[src/rtl/unified_mem_arbiter.sv]
// unified_mem_arbiter
//
// Shares one single-port instruction/data memory between the fetch stage and
// the memory stage of the pipeline. In IDLE one request is granted per cycle.
// Data wins by default, but fetch is forced to win after STARVE_LIMIT
// consecutive lost arbitrations. A granted read moves the FSM to WAIT for
// READ_LATENCY cycles. The response is then routed back to its owner as a
// single-cycle pulse, with mem_data_out passed straight through.
// Writes complete on accept.
//
// Ports:
//   clock, reset          - single clock, synchronous active-high reset
//   f_req_*               - fetch read request (valid/addr) and accept (ready)
//   f_flush               - discard the outstanding fetch response
//   f_resp_valid/_data    - fetch response pulse
//   m_req_*               - data request (valid/write/addr/wdata/size) and ready
//   m_resp_valid/_data    - load response pulse
//   mem_*                 - memory port: strobe, write flag, address, write
//                           data and size, plus the read data input
module unified_mem_arbiter #(
    parameter int unsigned READ_LATENCY = 1,
    parameter int unsigned STARVE_LIMIT = 4
) (
    input  logic        clock,
    input  logic        reset,

    input  logic        f_req_valid,
    input  logic [31:0] f_req_addr,
    output logic        f_req_ready,
    input  logic        f_flush,
    output logic        f_resp_valid,
    output logic [31:0] f_resp_data,

    input  logic        m_req_valid,
    input  logic        m_req_write,
    input  logic [31:0] m_req_addr,
    input  logic [31:0] m_req_wdata,
    input  logic [1:0]  m_req_size,
    output logic        m_req_ready,
    output logic        m_resp_valid,
    output logic [31:0] m_resp_data,

    output logic        mem_enable,
    output logic        mem_read_write,
    output logic [31:0] mem_addr,
    output logic [31:0] mem_wdata,
    output logic [1:0]  mem_access_size,
    input  logic [31:0] mem_data_out
);

    typedef enum logic [0:0] {StIdle, StWait} state_e;

    localparam logic [2:0] LatLimit   = 3'(READ_LATENCY);
    localparam logic [3:0] StarveLim  = 4'(STARVE_LIMIT);

    state_e      state_q, state_d;
    logic        owner_fetch_q, owner_fetch_d;
    logic [2:0]  lat_cnt_q, lat_cnt_d;
    logic        drop_q, drop_d;
    logic [3:0]  starve_cnt_q, starve_cnt_d;

    logic        data_win;
    logic        fetch_win;
    logic        starve_hit;

    always_comb begin
        state_d         = state_q;
        owner_fetch_d   = owner_fetch_q;
        lat_cnt_d       = lat_cnt_q;
        drop_d          = drop_q;
        starve_cnt_d    = starve_cnt_q;

        data_win        = 1'b0;
        fetch_win       = 1'b0;
        starve_hit      = 1'b0;

        f_req_ready     = 1'b0;
        f_resp_valid    = 1'b0;
        f_resp_data     = 32'h0;
        m_req_ready     = 1'b0;
        m_resp_valid    = 1'b0;
        m_resp_data     = 32'h0;
        mem_enable      = 1'b0;
        mem_read_write  = 1'b0;
        mem_addr        = 32'h0;
        mem_wdata       = 32'h0;
        mem_access_size = 2'b00;

        case (state_q)
            StIdle: begin
                starve_hit = f_req_valid && (starve_cnt_q == StarveLim);
                if (m_req_valid && !starve_hit) begin
                    data_win = 1'b1;
                end else if (f_req_valid) begin
                    fetch_win = 1'b1;
                end

                if (data_win) begin
                    m_req_ready     = 1'b1;
                    mem_enable      = 1'b1;
                    mem_read_write  = m_req_write;
                    mem_addr        = m_req_addr;
                    mem_wdata       = m_req_wdata;
                    mem_access_size = m_req_size;
                    // Stores finish on accept; only loads wait for data.
                    if (!m_req_write) begin
                        state_d       = StWait;
                        owner_fetch_d = 1'b0;
                        lat_cnt_d     = 3'd1;
                        drop_d        = 1'b0;
                    end
                end else if (fetch_win) begin
                    f_req_ready     = 1'b1;
                    mem_enable      = 1'b1;
                    mem_addr        = f_req_addr;
                    mem_access_size = 2'b10;
                    state_d         = StWait;
                    owner_fetch_d   = 1'b1;
                    lat_cnt_d       = 3'd1;
                    // A branch resolving in the accept cycle already kills this fetch.
                    drop_d          = f_flush;
                end

                // Count only fetches that lost to data; anything else restarts the count.
                if (f_req_valid && data_win) begin
                    if (starve_cnt_q != 4'hF) begin
                        starve_cnt_d = starve_cnt_q + 4'd1;
                    end
                end else begin
                    starve_cnt_d = 4'd0;
                end
            end

            StWait: begin
                lat_cnt_d = lat_cnt_q + 3'd1;
                if (owner_fetch_q && f_flush) begin
                    drop_d = 1'b1;
                end
                if (lat_cnt_q == LatLimit) begin
                    state_d   = StIdle;
                    lat_cnt_d = 3'd0;
                    drop_d    = 1'b0;
                    if (owner_fetch_q) begin
                        // A flush landing on the response cycle also discards it.
                        f_resp_valid = !(drop_q || f_flush);
                        f_resp_data  = f_resp_valid ? mem_data_out : 32'h0;
                    end else begin
                        m_resp_valid = 1'b1;
                        m_resp_data  = mem_data_out;
                    end
                end
            end

            default: begin
                state_d = StIdle;
            end
        endcase

        // Keep the whole interface quiet while reset is held.
        if (reset) begin
            f_req_ready     = 1'b0;
            f_resp_valid    = 1'b0;
            f_resp_data     = 32'h0;
            m_req_ready     = 1'b0;
            m_resp_valid    = 1'b0;
            m_resp_data     = 32'h0;
            mem_enable      = 1'b0;
            mem_read_write  = 1'b0;
            mem_addr        = 32'h0;
            mem_wdata       = 32'h0;
            mem_access_size = 2'b00;
        end
    end

    always_ff @(posedge clock) begin
        if (reset) begin
            state_q       <= StIdle;
            owner_fetch_q <= 1'b0;
            lat_cnt_q     <= 3'd0;
            drop_q        <= 1'b0;
            starve_cnt_q  <= 4'd0;
        end else begin
            state_q       <= state_d;
            owner_fetch_q <= owner_fetch_d;
            lat_cnt_q     <= lat_cnt_d;
            drop_q        <= drop_d;
            starve_cnt_q  <= starve_cnt_d;
        end
    end

endmodule

[config.mk]
export PLATFORM = sky130hd
export DESIGN_NAME = unified_mem_arbiter
export DESIGN_NICKNAME = d
export VERILOG_FILES = /design/src/rtl/unified_mem_arbiter.sv
export SDC_FILE = /design/constraint.sdc
export NUM_CORES = 1
export LEC_CHECK = 0
export CAP_MARGIN = 10
export CORE_AREA = 2 2 106 108
export DETAILED_ROUTE_END_ITERATION = 12
export DIE_AREA = 0 0 108 110
export PLACE_DENSITY_LB_ADDON = 0.25
export SYNTH_ARGS = -nofsm -noshare
export SYNTH_HDL_FRONTEND = slang
export SYNTH_SLANG_ARGS = --single-unit
[constraint.sdc]
create_clock -name clock -period 2.9 [get_ports clock]
set_input_delay 0.87 -clock clock [delete_from_list [all_inputs] [get_ports clock]]
set_output_delay 0.87 -clock clock [all_outputs]
set_load 0.03 [all_outputs]
==> results.md, run 1 <==
- Core area: ~0.011 sq mm
- Cell Area, Synth: approximately 0.0016 sq mm
- Vias in the first global route: approximately 2800
- Die H: approximately 110 um
- Core Rows: 38
- Mean Syn Cell Area: 6.99 sq um
- Ant diodes: 0
- Pint: 0.697 mW
- NetSw: 0.388 mW
- H-tree levels: 1
- Required @ worst endpoint: 2030 ps
- Adder-Cell Fraction of Synth Area: 1.59%
- Worst Setup Slack, final: -249 ps
- Total GRT Usage: roughly 16%
- Largest net degree at the start of global routing: 34
- Status: complete, but fails checks
- # IOs: 272
- Post-DP HPWL: 7550 um
- Vias per cell: 4.40
- Setup TNS: -15420 ps
- Synth Register Bits: 10
- Placed Area: 0.00437 sq mm
- Die Width: 108 um
- Starting density of the core: 14.7%
- CP Class: input pin to output port
- LEAKAGE: 2.52 nW
- CTS tree: done
- Sequential fraction of the synthesis area: 12.7%
- Post-Route Skew: 3.13 ps
- Hold Path Class: flop to flop
- Min cycle time layout: between 3000 and 4000 ps
- Drt wl/cell: 18.2 um
- Critical Path AT: 2280 ps
- Initial antenna violation count: 0
- YS warnings: 0
- Tightest Pin Transition: between 400 and 500 ps
- Worst skew pair latency: 240 ps
- Complex-gate fraction of the synthesized area: ~28%
- # hold bufs at CTS: 0
- Crit path buf inv count: 4
- CTS Buf Count: 3
- Hold Vio Cnt, Final: 0
- Clk slew on worst S/H paths: 50 ps
- First-pass DRT Iterations: 4
- Slew headroom: 69.4%
- Routability congestion estimate: around 0.70
- Final instance area: 0.00564 sq mm
- Global route overflow: 0
- Mapped Nets: 363
- Clk pwr share: between 10% and 20%
- Via count: 2915
- PwrDens: 192 mW/mm^2
- Seq pwr share: between 10% and 20%
- Ratio of cells with drive above 1 in the final layout: 58.7%
- Sink Count: 10
- Final setup fails: 110
- 1st-iter DRT viols: between 100 and 150
- Peak VDD IR: 0.234 mV
- Crit path max-delay family: simple AND/OR/NAND/NOR gates
- Gate power share: between 60% and 70%
- Violated checks: setup timing
- Final ANT Viol Nets: 0
- Number of fill cells: about 960
- Gate count of the mapped netlist: 225
- Post-synthesis mux area share: 0%
- Switching share of power: 35.8%
- Crit-path max FO: 5
- Peak Freq: 0.318 GHz
- Critical path's slowest cell: or4_4
- First-pass GRT wire length: about 15000 um
- Cell variety after synth: 33
- Port bufs: 271
- Post-Synth XOR/XNOR Area: 0%
- Max Buffers Root-to-Sink: 2
- Clk root buf: clkbuf_8
- Nets: 662
- Tcrit/Tclk final: 109%
- Total die area: 0.0119 sq mm
- Post-synthesis simple-gate area fraction: roughly half
- DRC: 0
- CP most frequent cell: buf_6
- CP max stage delay: 430 ps
- Routed Wire Length: 12100 um
- Critical path, cell by cell: buf_6, or4_4, nor4b_4, buf_6, buf_6, and2_4, buf_6
- CP Capture Type: output port
- RSZ-0062 raised after global routing: yes
- Slew Viols, Final: 0
- Main combinational cell family by area after synthesis: simple AND/OR/NAND/NOR gates
- Maxcap violations: 0
- Startpoint Class: input pin
- Layout area overhead: 259%
per-stage QoR:
step | total power, mW | utilization [%] | worst slack, ps | hold slack, ps | instances
finish | 1.09 | 52.7 | -249 | 524 | 663
global route | 1.13 | 52.7 | -278 | 581 | 663
CTS | 0.999 | 48.6 | -340 | 520 | 658
detailed placement | 0.736 | 40.8 | -575 | 513 | 628
global placement | 0.732 | 40.8 | -542 | 487 | 628
floorplan | 0.401 | - | -37.6 | 474 | 225
cells by family after synthesis:
kind of cell / Yosys count
simple gates: 131
compound gates: 58
buf+inv: 24
flops: 10
fa+ha+maj: 2
placed cells by master (no fill, tap or decap), types with 2 or more instances in the layout:
master	count
nand2_1	7
a22o_1	21
clkdlybuf4s50_1	132
and2_4	71
o21ai_0	6
buf_16	3
buf_12	13
a22o_4	11
a21oi_1	9
dfxtp_1	8
inv_1	3
clkbuf_8	4
clkbuf_16	6
inv_2	2
dfxtp_2	2
nor3_1	3
and3_4	4
buf_2	2
nand3b_1	2
buf_6	134
and2_2	26
buf_4	15
buf_8	5
nor2_4	2
nand3_1	2
a311oi_1	2
nor2_1	8
metal layers:
layer  part of all wire [%]  GRT usage [%]
met1                     38           17.9
met2                     54           32.3
met3                    6.9           3.00
met4                   0.61           2.29
met5                      0              0
layout make-up:
cell class	instances	area [sq um]	area share (%)
timing repair buffer	310	3520	62.4
multi-input combinational	194	1670	29.6
sequential	10	203	3.59
tap	140	175	3.11
clock buffer	4	55.1	0.976
inverter	5	18.8	0.333
state kept, by name, indices dropped and copies added, names as in the netlist:
register / cells
lat_cnt_q: 3
owner_fetch_q: 1
starve_cnt_q: 4
state_q: 1
drop_q: 1
power by group through the flow:
| stage | Combinational [mW] | Sequential [mW] | Clock (mW) |
|---|---|---|---|
| after floorplan | 0.246 | 0.155 | 0 |
| after global placement | 0.577 | 0.155 | 0 |
| after detailed placement | 0.581 | 0.155 | 0 |
| after CTS | 0.666 | 0.153 | 0.180 |
| after global routing | 0.792 | 0.155 | 0.188 |
| final | 0.755 | 0.153 | 0.177 |
synthesized netlist by cell type:
cell	count	area (sq um)
and3_1	1	6.26
nand4_1	1	6.26
inv_1	5	18.8
dfxtp_1	10	200
nand2_1	7	26.3
nor3_1	3	15.0
o21ai_0	6	30.0
nor2_1	10	37.5
o32ai_1	1	8.76
a31oi_1	1	6.26
clkbuf_1	10	37.5
buf_2	9	45.0
nor4_1	2	12.5
a21bo_2	1	10.0
o32a_1	1	10.0
a21oi_1	9	45.0
ha_1	2	25.0
or4_1	1	7.51
a22o_1	32	280
a211oi_1	1	7.51
and2_1	97	607
and3b_1	1	8.76
o31ai_1	1	7.51
nand3_1	2	10.0
nor4b_4	1	23.8
a21o_1	1	7.51
nand2b_1	1	6.26
nand3b_1	2	15.0
o2111ai_1	1	8.76
a311oi_1	2	17.5
nor3_2	1	10.0
a41oi_1	1	8.76
nor2b_1	1	6.26
path summary, 6_finish.rpt:
check	from	end	slack, ps	cells after the start
min	lat_cnt_q[2]	lat_cnt_q[1]	520	2
min reg2reg	lat_cnt_q[2]	lat_cnt_q[1]	520	2
max	reset	f_resp_data[20]	-250	7
max reg2reg	starve_cnt_q[0]	drop_q	1150	8
tightest hold or removal path: stages (launching register included):
cell     delay, ps
dfxtp_1        350
nand2_1         70
a21oi_1         50
what timing repair did:
action	CTS	global route
setup buffers	15	6
pin swaps	9	65
gates cloned	12	7
endpoints found under the setup margin	134	132
resized for setup	137	103
Power figures use the tool's default switching activity.
==> inputs of run 2 (changes only) <==
--- a/config.mk
+++ b/config.mk
@@ -5,10 +5,11 @@
 export SDC_FILE = /design/constraint.sdc
 export NUM_CORES = 1
 export LEC_CHECK = 0
+export ABC_AREA = 1
 export CAP_MARGIN = 10
-export CORE_AREA = 2 2 106 108
+export CORE_AREA = 2 2 105 107
 export DETAILED_ROUTE_END_ITERATION = 12
-export DIE_AREA = 0 0 108 110
+export DIE_AREA = 0 0 107 109
 export PLACE_DENSITY_LB_ADDON = 0.25
 export SYNTH_ARGS = -nofsm -noshare
 export SYNTH_HDL_FRONTEND = slang
==> results.md, run 2 <==
- Commonest cells after routing, fill and taps aside: clkdlybuf4s50_1 (131), buf_4 (120), nand2_1 (102)
- Tightest Pin Transition: approximately 400 ps
- Routability congestion estimate: roughly 0.9
- Layout area overhead: 178%
- Core area: 0.0106 sq mm
- Final setup fails: 0
- Area contributors post-synth: nor2_1 (22%), nand2_1 (22%), inv_1 (17%)
- Post-synth top area share: approximately 22%
- Reg2reg setup slack: 1250 ps
- Top reg by flops: starve_cnt_q
- Synth cell count leaders: nor2_1 (107), nand2_1 (105), inv_1 (82), buf_2 (11)
- Ant diodes: 0
- Critical path's slowest cell: dlygate4sd2_1
- Drt wl/cell: 13.1 um
- Slew headroom: between 70% and 80%
- CP Capture Type: output port
- Max Buffers Root-to-Sink: 2
- Routed Wire Length: 10600 um
- Maxcap violations: 0
- WP depth: 10
- Sequential fraction of the synthesis area: roughly 11%
- Slew Viols, Final: 0
- Worst r2r dst: drop_q
- Die H: 109 um
- Hold Path Class: flop to flop
- Post-Route Skew: 1.08 ps
- YS warnings: 0
- Final ANT Viol Nets: 0
- Worst-case reg-to-reg path depth: 13
- Startpoint Class: input pin
- 1st-iter DRT viols: 142
- Vias per cell: roughly 3.9
- Setup TNS: 0 ps
- Worst skew pair latency: 230 ps
- Critical Path AT: 2000 ps
- Mean Syn Cell Area: approximately 4.8 sq um
- Count leader, synth: nor2_1
- Hold Crit Start: lat_cnt_q[2]
- Sink Count: 10
- Commonest non-fill, non-tap cell in the layout: clkdlybuf4s50_1
- First-pass GRT wire length: 14700 um
- Clk root buf: clkbuf_8
- Core Rows: 38
- Crit path buf inv count: 6
- First-pass DRT Iterations: 4
- Global route overflow: 0
- Peak VDD IR: 0.303 mV
- Nets: 807
- Crit path max-delay family: buffers and inverters
- Placed Area: 0.00440 sq mm
- Peak Freq: about 0.35 GHz
- Total die area: 0.0117 sq mm
- RSZ-0062 raised after global routing: yes
- WHS Endpoint: lat_cnt_q[2]
- Status: finished, final reports clean
- Die Width: 107 um
- DP Cell Count: between 700 and 800
- H-tree levels: 1
- Hold slack: 460 ps
- Starting density of the core: 16.9%
- Async set or reset register ratio after synthesis: 0%
- Clk slew on worst S/H paths: 50 ps
- CTS Buf Count: 3
- Main synth FF type: dfxtp_1
- Gate count of the mapped netlist: 377
- Number of fill cells: 1056
- CTS tree: done
- Cell variety after synth: 20
- CP Class: input pin to output port
- Tcrit/Tclk final: 98.8%
- PwrDens: 192 mW/mm^2
- Cell Area, Synth: 0.00179 sq mm
- R2R Path Start: starve_cnt_q[0]
- Largest register FFs: 4
- Hold depth: 2
- Port bufs: 271
- LEAKAGE: 2.73 nW
- Finished Layout Cells: 807
- Largest area contributor in the netlist: nor2_1
- Vias in the first global route: 2857
- Crit-path max FO: 8
- Initial antenna violation count: 0
- # IOs: 272
- Pwr Total: 0.955 mW
- Final instance area: ~0.0050 sq mm
- Largest net degree at the start of global routing: 34
- DRC: 0
- Biggest regs: starve_cnt_q x4, lat_cnt_q x3
- Required @ worst endpoint: 2030 ps
- Min cycle time layout: 2870 ps
- Total GRT Usage: 15.8%
- # hold bufs at CTS: 0
- Post-DP HPWL: 8180 um
- Hold Vio Cnt, Final: 0
- Via count: 3156
- Ratio of cells with drive above 1 in the final layout: 32.7%
- CP max stage delay: ~270 ps
- Mapped Nets: 515
- Synth Register Bits: 10
- Critical path, cell by cell: dlygate4sd2_1, nand2_4, buf_6, inv_4, nand2_8, clkinv_8, clkbuf_16, nand2_1, nand2_1, buf_6
- Post-synth EDFFs: 0
-- run 2: cell types whose count changed after synthesis, moves of 3 or more --
| cell | delta |
|---|---|
| nand2_1 | +98 |
| nand2_4 | +3 |
| clkbuf_1 | -10 |
| a22o_1 | -32 |
| xor2_1 | +3 |
| and2_1 | -97 |
| nor2_1 | +97 |
| nand2_2 | +10 |
| inv_2 | +5 |
| nand3_1 | +4 |
| nand4_1 | +5 |
| inv_1 | +77 |
| buf_6 | +5 |
-- run 2: worst max path at each step --
stage	from	slack, ps	endpoint
floorplan	reset	50	mem_access_size[1]
global placement	reset	-280	mem_addr[3]
detailed placement	reset	-310	mem_addr[3]
CTS	m_req_valid	3	mem_addr[24]
global route	f_req_valid	-20	mem_addr[5]
finish	m_req_valid	30	mem_addr[5]
-- run 2: what timing repair did --
action,4_1_cts,5_1_grt
pin swaps,12,7
buffers inserted,8,1
setup endpoints to repair,135,58
cloned,6,2
resized for setup,62,28
-- run 2: through the flow --
| step | setup slack [ps] | utilization, % |
|---|---|---|
| detailed placement | -305 | 41.5 |
| global route | -18.8 | 47.0 |
| global placement | -280 | 41.5 |
| CTS | 2.57 | 45.9 |
| floorplan | 49.3 | - |
| finish | 33.6 | 47.0 |
-- run 2: final cells by class --
class	count	area, sq um	share of cell area, %
tap	140	175	3.51
clock buffer	3	41.3	0.829
timing repair buffer	304	2970	59.6
inverter	87	342	6.85
sequential	10	200	4.02
multi-input combinational	263	1250	25.2
-- run 2: logic make-up after synthesis --
kind of cell | share of synthesized area [%]
DFF | 11.2
and+or+nand+nor | 55.6
AOI/OAI and AO/OA | 4.88
adders and majority gates | 1.39
xor gates and xnor gates | 1.46
buffers and inverters | 25.5
-- run 2: report_power, final --
part / total (mW) / switching, mW / internal (mW)
combinational: 0.658 / 0.317 / 0.341
clock: 0.140 / 0.0497 / 0.0905
sequential: 0.156 / 0.0101 / 0.146
total: 0.955 / 0.377 / 0.578
-- run 2: layer usage --
metal,track usage (%),vias to the layer above,share of wire (%)
met4,1.86,0,0.56
li1,-,1658,-
met1,16.8,1392,36
met3,2.93,8,5.9
met2,32.8,98,57
met5,0,-,0
-- run 2: worst reg2reg max path: cells and delay by family, from the launching register on --
kind / cells / cell delay, ps
buf+inv: 5 / 480
simple gates: 7 / 500
flops: 1 / 360
fa+ha+maj: 1 / 210
==> inputs of run 3 (changes only) <==
--- a/config.mk
+++ b/config.mk
@@ -11,6 +11,7 @@
 export DETAILED_ROUTE_END_ITERATION = 12
 export DIE_AREA = 0 0 107 109
 export PLACE_DENSITY_LB_ADDON = 0.25
+export REMOVE_ABC_BUFFERS = 1
 export SYNTH_ARGS = -nofsm -noshare
 export SYNTH_HDL_FRONTEND = slang
 export SYNTH_SLANG_ARGS = --single-unit
==> results.md, run 3 (same netlist as run 2, synthesis figures left out) <==
- Worst Setup Slack, final: 79.9 ps
- Via count: approximately 3100
- Critical Path AT: ~2000 ps
- WP depth: 8
- Top layer reached by signal wires: met5
- Peak Freq: 0.355 GHz
- Ant diodes: 0
- Startpoint Class: input pin
- Setup TNS: 0 ps
- Clk root buf: clkbuf_8
- Initial antenna violation count: 1
- Core area: 0.0106 sq mm
- Commonest non-fill, non-tap cell in the layout: buf_4
- DRC: 0
- Post-Route M1 WL: 3570 um
- Layout area overhead: 161%
- Biggest regs: starve_cnt_q x4, lat_cnt_q x3
- Finished Layout Cells: 798
- # hold bufs at CTS: 0
- CP max stage delay: approximately 250 ps
- Fin util: 44.2%
- Commonest cells after routing, fill and taps aside: buf_4 (137), clkdlybuf4s50_1 (131), nand2_1 (102)
- Total die area: approximately 0.012 sq mm
- Hold depth: 2
- Sink Count: 10
- Crit-path max FO: 6
- Slew headroom: 73.9%
- Final setup fails: 0
- Hold Path Class: flop to flop
- Nets: ~800
- Final ANT Viol Nets: 0
- Routability congestion estimate: 0.804
- Peak VDD IR: between 0.2 and 0.25 mV
- Post-Route Skew: 2.87 ps
- Ratio of cells with drive above 1 in the final layout: 30.2%
- Max Buffers Root-to-Sink: 2
- Clk slew on worst S/H paths: approximately 50 ps
- Largest register FFs: 4
- CP Capture Type: output port
- Wire length on met3: around 880 um
- Hold Vio Cnt, Final: 0
- Die H: 109 um
- Top reg by flops: starve_cnt_q
- Slew Viols, Final: 0
- Starting density of the core: 16.9%
- PwrDens: 201 mW/mm^2
- DP Cell Count: between 700 and 800
- CP Class: input pin to output port
- Number of fill cells: 1130
- CTS tree: done
- Tightest Pin Transition: between 300 and 400 ps
- RSZ-0062 raised after global routing: yes
- Worst-case reg-to-reg path depth: 12
- Port bufs: 271
- Vias in the first global route: 2803
- Global route overflow: 0
- Status: finished, final reports clean
- First-pass DRT Iterations: 4
- Worst skew pair latency: 240 ps
- Drt wl/cell: 11.9 um
- Required @ worst endpoint: 2030 ps
- H-tree levels: 1
- 1st-iter DRT viols: ~120
- Maxcap violations: 0
- Wire length on met2: between 5000 and 6000 um
- First-pass GRT wire length: around 13000 um
- Critical path's slowest cell: nor2_8
- Largest net degree at the start of global routing: 34
- Vias per cell: 3.92
- # IOs: 272
- CTS Buf Count: 3
- Tcrit/Tclk final: a little over nine tenths
- LEAKAGE: between 2 and 3 nW
- Register area: 200 sq um
- Critical path, cell by cell: clkbuf_2, nor2_4, inv_2, nor2_8, clkbuf_16, nand2_2, nand2_1, buf_4
- Total GRT Usage: approximately 14%
- Crit path max-delay family: buffers and inverters
- Core Rows: 38
- Routed Wire Length: about 9500 um
- Post-DP HPWL: 7870 um
- Footprint of the multi-input gates: 0.00117 sq mm
- Pre-CTS WS: -236 ps
- Crit path buf inv count: 4
- Min cycle time layout: 2820 ps
- Die Width: 107 um
## run 3: cell types whose count changed in the layout (fill, tap and decap cells not counted), moves of 2 or more
cell    before  now
buf_6       34   11
nor2_1      88   99
nor2_4       9    1
buf_2        2    0
inv_2        3    6
buf_4      120  137
buf_16       5    2
nor2_2      12    9
## run 3: layer usage
metal,track usage [%],up-vias
li1,-,1634
met1,14.6,1342
met2,27.8,141
met3,4.18,7
met4,1.11,2
met5,0,-
## run 3: worst reg2reg max path: stages (launching register included)
cell and delay, ps:
dfxtp_1 370, inv_1 80, ha_1 210, nand2_1 60
inv_1 40, nand2_2 80, buf_4 110, buf_4 80
nand4_1 120, buf_4 170, nand2_1 90, nand2_1 60
a21oi_1 110
## run 3: area by class of cell
| cell class | instances | area share (%) |
|---|---|---|
| sequential | 10 | 4.27 |
| inverter | 87 | 6.97 |
| tap | 140 | 3.74 |
| timing repair buffer | 294 | 58.8 |
| multi-input combinational | 263 | 25.1 |
| clock buffer | 4 | 1.18 |
## run 3: power by group
| group | internal [mW] | switching [mW] |
|---|---|---|
| Sequential | 0.146 | 0.00985 |
| Clock | 0.120 | 0.0570 |
| Combinational | 0.310 | 0.298 |
## run 3: metrics by stage
stage               total power [mW]  instance area (sq um)  hold WS, ps
global placement               0.746                   4430          450
CTS                            0.940                   4590          460
finish                         0.941                   4680          459
detailed placement             0.750                   4430          452
floorplan                      0.406                   1660          433
global route                    1.00                   4680          503
## run 3: final timing paths
| path | start | to | slack (ps) |
|---|---|---|---|
| max reg2reg | starve_cnt_q[0] | lat_cnt_q[1] | 1240 |
| min | lat_cnt_q[2] | lat_cnt_q[2] | 460 |
| max | reset | mem_addr[30] | 80 |
| min reg2reg | lat_cnt_q[2] | lat_cnt_q[2] | 460 |
## run 3: repair_timing
action / CTS / global route
endpoints found under the hold margin: 0 / 0
setup endpoints to repair: 135 / 43
resized for setup: 22 / 15
cloned: 2 / 2
pin swaps: 6 / 5
buffers inserted: 3 / 1
